--- src/rtl/argmax_compare.sv ---
// argmax_compare: buffers the layer-2 scores of one image, then scans them one
// entry per clock and reports the index/value of the largest (signed) score.
// Optional feature macro: ARGMAX_MARGIN_EN adds a runner-up tracker and the
// margin output (max minus runner-up).
module argmax_compare #(
  parameter int unsigned NUM_CLASSES = 10,
  parameter int unsigned DATA_W      = 16,
  parameter int unsigned IDX_W       = 4
) (
  input  logic              clk,
  input  logic              rst_n,
  input  logic              score_wr,
  input  logic [DATA_W-1:0] score_data,
  input  logic              compare_en,
  output logic              busy,
  output logic              done,
  output logic [IDX_W-1:0]  class_idx,
  output logic [DATA_W-1:0] max_score,
  output logic [IDX_W:0]    score_cnt,
  output logic              empty_err
`ifdef ARGMAX_MARGIN_EN
  ,
  output logic [DATA_W:0]   margin
`endif
);

  localparam int unsigned CNT_W = IDX_W + 1;
  localparam logic [CNT_W-1:0] FULL_CNT = CNT_W'(NUM_CLASSES);
  localparam logic signed [DATA_W-1:0] MIN_VAL = {1'b1, {(DATA_W-1){1'b0}}};

  typedef enum logic [1:0] {S_IDLE, S_SCAN, S_DONE} state_t;

  state_t                    state_q, state_d;
  logic signed [DATA_W-1:0]  score_buf [NUM_CLASSES];
  logic [CNT_W-1:0]          wr_ptr_q, wr_ptr_d;
  logic [CNT_W-1:0]          rd_ptr_q, rd_ptr_d;
  logic                      compare_en_q;
  logic signed [DATA_W-1:0]  best_val_q, best_val_d;
  logic [IDX_W-1:0]          best_idx_q, best_idx_d;
  logic                      busy_d, done_d, empty_err_d;
  logic [IDX_W-1:0]          class_idx_d;
  logic [DATA_W-1:0]         max_score_d;
  logic                      wr_ok, start;
  logic [CNT_W-1:0]          cnt_eff;
  logic signed [DATA_W-1:0]  wr_val, rd_val, first_val;
`ifdef ARGMAX_MARGIN_EN
  logic signed [DATA_W-1:0]  second_q, second_d;
  logic [DATA_W:0]           margin_d;
`endif

  // Write qualification, start edge and the effective count including a coincident write
  always_comb begin
    wr_val    = score_data;
    wr_ok     = score_wr && (state_q == S_IDLE) && (wr_ptr_q < FULL_CNT);
    start     = compare_en && !compare_en_q && (state_q == S_IDLE);
    cnt_eff   = wr_ptr_q + CNT_W'(wr_ok);
    rd_val    = score_buf[IDX_W'(rd_ptr_q)];
    first_val = (wr_ok && (wr_ptr_q == '0)) ? wr_val : score_buf[0];
  end

  // Score buffer; contents need no reset
  always_ff @(posedge clk) begin
    if (wr_ok) score_buf[IDX_W'(wr_ptr_q)] <= wr_val;
  end

  // Next-state and next-output logic
  always_comb begin
    state_d     = state_q;
    wr_ptr_d    = wr_ptr_q;
    rd_ptr_d    = rd_ptr_q;
    best_val_d  = best_val_q;
    best_idx_d  = best_idx_q;
    busy_d      = 1'b0;
    done_d      = 1'b0;
    empty_err_d = empty_err;
    class_idx_d = class_idx;
    max_score_d = max_score;
`ifdef ARGMAX_MARGIN_EN
    second_d    = second_q;
    margin_d    = margin;
`endif
    case (state_q)
      S_IDLE: begin
        if (wr_ok) wr_ptr_d = cnt_eff;
        if (start) begin
          if (cnt_eff == '0) begin
            state_d     = S_DONE;
            done_d      = 1'b1;
            empty_err_d = 1'b1;
            class_idx_d = '0;
            max_score_d = '0;
`ifdef ARGMAX_MARGIN_EN
            margin_d    = '0;
`endif
          end else begin
            state_d    = S_SCAN;
            busy_d     = 1'b1;
            best_val_d = first_val;
            best_idx_d = '0;
            rd_ptr_d   = CNT_W'(1);
`ifdef ARGMAX_MARGIN_EN
            second_d   = MIN_VAL;
`endif
          end
        end
      end
      S_SCAN: begin
        if (rd_ptr_q < wr_ptr_q) begin
          busy_d   = 1'b1;
          rd_ptr_d = rd_ptr_q + CNT_W'(1);
          if (rd_val > best_val_q) begin
            best_val_d = rd_val;
            best_idx_d = IDX_W'(rd_ptr_q);
`ifdef ARGMAX_MARGIN_EN
            second_d   = best_val_q;
          end else if ((rd_val > second_q) || (rd_val == best_val_q)) begin
            second_d   = rd_val;
`endif
          end
        end else begin
          state_d     = S_DONE;
          done_d      = 1'b1;
          class_idx_d = best_idx_q;
          max_score_d = best_val_q;
`ifdef ARGMAX_MARGIN_EN
          margin_d    = {best_val_q[DATA_W-1], best_val_q} - {second_q[DATA_W-1], second_q};
`endif
        end
      end
      S_DONE: begin
        state_d  = S_IDLE;
        wr_ptr_d = '0;
      end
      default: state_d = S_IDLE;
    endcase
  end

  // State and output registers
  always_ff @(posedge clk or negedge rst_n) begin
    if (!rst_n) begin
      state_q      <= S_IDLE;
      wr_ptr_q     <= '0;
      rd_ptr_q     <= '0;
      compare_en_q <= 1'b0;
      best_val_q   <= '0;
      best_idx_q   <= '0;
      busy         <= 1'b0;
      done         <= 1'b0;
      empty_err    <= 1'b0;
      class_idx    <= '0;
      max_score    <= '0;
`ifdef ARGMAX_MARGIN_EN
      second_q     <= MIN_VAL;
      margin       <= '0;
`endif
    end else begin
      state_q      <= state_d;
      wr_ptr_q     <= wr_ptr_d;
      rd_ptr_q     <= rd_ptr_d;
      compare_en_q <= compare_en;
      best_val_q   <= best_val_d;
      best_idx_q   <= best_idx_d;
      busy         <= busy_d;
      done         <= done_d;
      empty_err    <= empty_err_d;
      class_idx    <= class_idx_d;
      max_score    <= max_score_d;
`ifdef ARGMAX_MARGIN_EN
      second_q     <= second_d;
      margin       <= margin_d;
`endif
    end
  end

  assign score_cnt = wr_ptr_q;

endmodule

--- config.mk ---
export PLATFORM = sky130hd
export DESIGN_NAME = argmax_compare
export DESIGN_NICKNAME = d
export VERILOG_FILES = /design/src/rtl/argmax_compare.sv
export SDC_FILE = /design/constraint.sdc
export NUM_CORES = 1
export LEC_CHECK = 0
export ABC_AREA = 1
export CORE_UTILIZATION = 60
export CTS_BUF_LIST = sky130_fd_sc_hd__clkbuf_2
export CTS_CLUSTER_DIAMETER = 50
export DETAILED_ROUTE_END_ITERATION = 7
export PLACE_DENSITY = 0.79
export REMOVE_ABC_BUFFERS = 1
export SYNTH_ARGS = -nofsm -noshare
export SYNTH_HDL_FRONTEND = slang
export SYNTH_SLANG_ARGS = --single-unit
--- constraint.sdc ---
create_clock -name clk -period 7.55 [get_ports clk]
set_input_delay 0.755 -clock clk [delete_from_list [all_inputs] [get_ports clk]]
set_output_delay 0.755 -clock clk [all_outputs]
set_load 0.02 [all_outputs]
==> impl_metrics.csv <==
group,metric,value,unit
setup_path,worst_setup_path_start_kind,"flip-flop",
placement,io_buf_count,47,
sta,timing.final.ws_setup,3.32,ns
synthesis,synth_largest_area_cell,"edfxtp_1",
power_and_ir_drop,power.density,364,nW/um^2
route,drtAntennaViolNets,0,
sta,timing.clock.skew,0.0669,ns
cts,cts_repair_resize_count,0,
sta,period_needed,4.23,ns
sta,rsz_0062_raised_after_global_routing,"false",
synthesis,ys.flop_type,"edfxtp_1",
cts,cts_buffer_depth,3,
sta,timing.final.max_slew_violations,0,
cts,worstSkewPairLatency,0.83,ns
setup_path,logic_depth_of_the_worst_register_to_register_path,16,
synthesis,asyncSetResetFlopFracSynth,25.9,%
placement,post-dp-hpwl,12700,um
sta,worst_pin_slew,1.07,ns
grt,grt_first_pass_wirelength,35500,um
die,initial_utilization,61.5,%
die,die_y,130,um
setup_path,critical_path.max_fanout,22,
placement,pre_cts_ws,3.42,ns
die,die-width,130,um
route,routed-via-count,7121,
synthesis,synth-warning-count,0,
sta,period_share,56.0,%
sta,timing_hold_violations_final,0,
cts,cts_hold_repair.buffers,0,
cts,postCtsSetupBuffers,0,
sta,setup_violations,0,
cts,clkTransAtPathRegs,0.11,ns
cts,cts_root_buffer,"clkbuf_2",
route,route.detailed.vias_per_inst,5.65,
grt,grt.overflow.total,0,
setup_path,critPathLaunch,"rd_ptr_q[2]$_DFFE_PN0P_",
route,wl_per_cell,17.5,um
cts,cts-buffers-inserted,51,
setup_path,crit_type,"flip-flop to flip-flop",
placement,gp_congestion,0.839,
die,top_level_pins,48,
hold_path,worst_hold_path_type,"input port to asynchronous set/reset pin",
cts,cts_num_sinks,216,
job,timing.max_cap.violations,0,
route,drtIter0Drc,597,
cells_and_area,n_fill_cell,1224,
sta,timing.setup.tns,0,ns
sta,max_slew_margin,28.1,%
die,placement_rows,46,
sta,maxClockFrequency,237,MHz
synthesis,number_of_synthesized_flops_with_an_enable_pin,160,
grt,antenna_violations_before_repair,1,
grt,first_global_vias,6864,
cells_and_area,number_of_nets_in_the_layout,1044,
cells_and_area,post_route_cells_drive_above_1_share,12.5,%
synthesis,syn_area_per_cell,10.5,sq um
placement,numPlacedInstances,1164,
power_and_ir_drop,cellLeakagePower,4.54,nW
grt,grt_max_degree,87,
synthesis,synth_top_area_share,49.0,%
setup_path,regToRegStartpoint,"rd_ptr_q[2]$_DFFE_PN0P_",
run_status,result_of_the_run,"completed",
grt,grt.total_usage,28.2,%
cts,cts_htree_levels,2,
synthesis,synth_area_leaders,"edfxtp_1, dfrtp_1, nand2_1",
setup_path,worst_ep_required_time,8.26,ns
setup_path,cp.arrival,4.94,ns
route,totalWireLength,22000,um
cts,tritoncts,"yes",
synthesis,synth_cells,937,
synthesis,ys_ff_latch,216,
cells_and_area,layout.cells.non_filler,1261,
power_and_ir_drop,vdd.ir_drop.worst,0.184,mV
die,floorplan.core_area,15900,sq um
cells_and_area,area.growth.synth_to_final,10.8,%
route,remaining_drc_errors,0,
synthesis,mappedNetlistArea,9800,sq um
route,firstDrtPassIters,7,
cells_and_area,area_used_by_multi_input_combinational_logic,3000,sq um
synthesis,ys_seq_area_share,63.3,%
setup_path,critPathCaptureType,"flip-flop",
synthesis,yosysUniqueCellTypes,35,
cells_and_area,area.sequential,6210,sq um
die,die_area,16900,sq um
setup_path,setup.worst_path.end,"best_val_q[13]$_DFFE_PN0P_",
setup_path,rr_endpoint,"best_val_q[13]$_DFFE_PN0P_",
setup_path,regToRegSetupSlack,3.32,ns
power by group:
part           switching [mW]  total, mW  internal, mW
clock                   0.456      0.745         0.289
sequential              0.113       1.58          1.47
combinational            1.09       1.63         0.535
total                    1.66       3.95          2.29
routing by layer:
metal  part of all wire, %  vias to the layer above  track usage, %
met3                   6.7                       41            4.59
met5                     0                        -               0
met2                    47                      268            44.4
li1                      -                     3401               -
met1                    43                     3411            38.3
met4                   3.2                        0            14.3
area by class of cell:
type / instances / share of cell area (%)
antenna: 1 / 0.0230
clock buffer: 83 / 3.83
clock inverter: 13 / 0.461
inverter: 86 / 3.00
multi-input combinational: 583 / 27.6
sequential: 216 / 57.2
tap: 216 / 2.49
timing repair buffer: 63 / 5.39
worst min path at each step:
stage	to	slack [ns]	depth (start not counted)
6_report	best_val_q[11]$_DFFE_PN0P_	0.06	2
5_1_grt	best_val_q[11]$_DFFE_PN0P_	0.1	2
4_1_cts	best_val_q[11]$_DFFE_PN0P_	0.01	2
3_5_place_dp	best_idx_q[0]$_DFFE_PN0P_	0.47	2
3_3_place_gp	empty_err$_DFFE_PN0P_	0.46	2
2_1_floorplan	best_idx_q[0]$_DFFE_PN0P_	0.44	2
registers in the layout (all words and copies together), names as in the netlist:
register	count
rd_ptr_q	5
best_val_q	16
max_score	16
busy	1
score_cnt	5
score_buf	160
best_idx_q	4
state_q	2
empty_err	1
done	1
compare_en_q	1
class_idx	4
cells in the mapped netlist, types with 4 or more instances:
library cell	n
o21ai_0	60
inv_1	79
o21ai_1	9
nand3_1	120
nor4_1	4
a21oi_1	20
buf_2	13
nand2_1	175
ha_1	23
edfxtp_1	160
buf_6	7
buf_4	5
o211ai_1	48
clkbuf_1	22
nor2_1	95
nand2_2	5
dfrtp_1	56
metrics by stage:
stage               cell area, sq um  utilization [%]  power [mW]  hold slack [ns]
CTS                            10900             68.1        3.96           0.0130
floorplan                       9510                -        2.66            0.443
finish                         10900             68.1        3.95           0.0583
global route                   10900             68.1        4.25           0.0976
global placement               10400             65.2        3.17            0.458
detailed placement             10400             65.2        3.22            0.469
critical path, cell delays in order, from the launching register on:
cell and delay, ns:
dfrtp_1 0.33, buf_4 0.36, clkinv_1 0.69, o211ai_1 0.36
nand3_1 0.10, nand2_1 0.15, ha_1 0.27, a21oi_1 0.15
nand2_1 0.08, a21oi_1 0.18, nand2_1 0.08, nand2_1 0.06
nand3_1 0.06, nand2_1 0.66, nand2_4 0.34, nand2_1 0.16
nand2_1 0.06
cells by family (layout without fill, tap and decap cells):
group | Yosys count | count (layout) | synth area share [%]
flops | 216 | 216 | 63.3
buf+inv | 138 | 245 | 6.34
xor+xnor | 4 | 4 | 0.357
compound gates | 141 | 141 | 8.49
fa+ha+maj | 23 | 23 | 2.94
other cells | 0 | 1 | 0
simple gates | 415 | 415 | 18.6
cell usage in the layout (no fill, tap or decap), drive strengths merged, types with 3 or more instances in the layout:
cell / count
dfrtp: 56
clkbuf: 83
nand3: 123
nor3: 3
clkinv: 13
nand2: 182
inv: 86
a21oi: 20
xor2: 3
nor2: 98
o21ai: 69
nand4: 3
edfxtp: 160
nor4: 5
buf: 17
clkdlybuf4s50: 46
ha: 23
o211ai: 48
o22ai: 3
No activity file was read; power rests on OpenSTA's default activity.
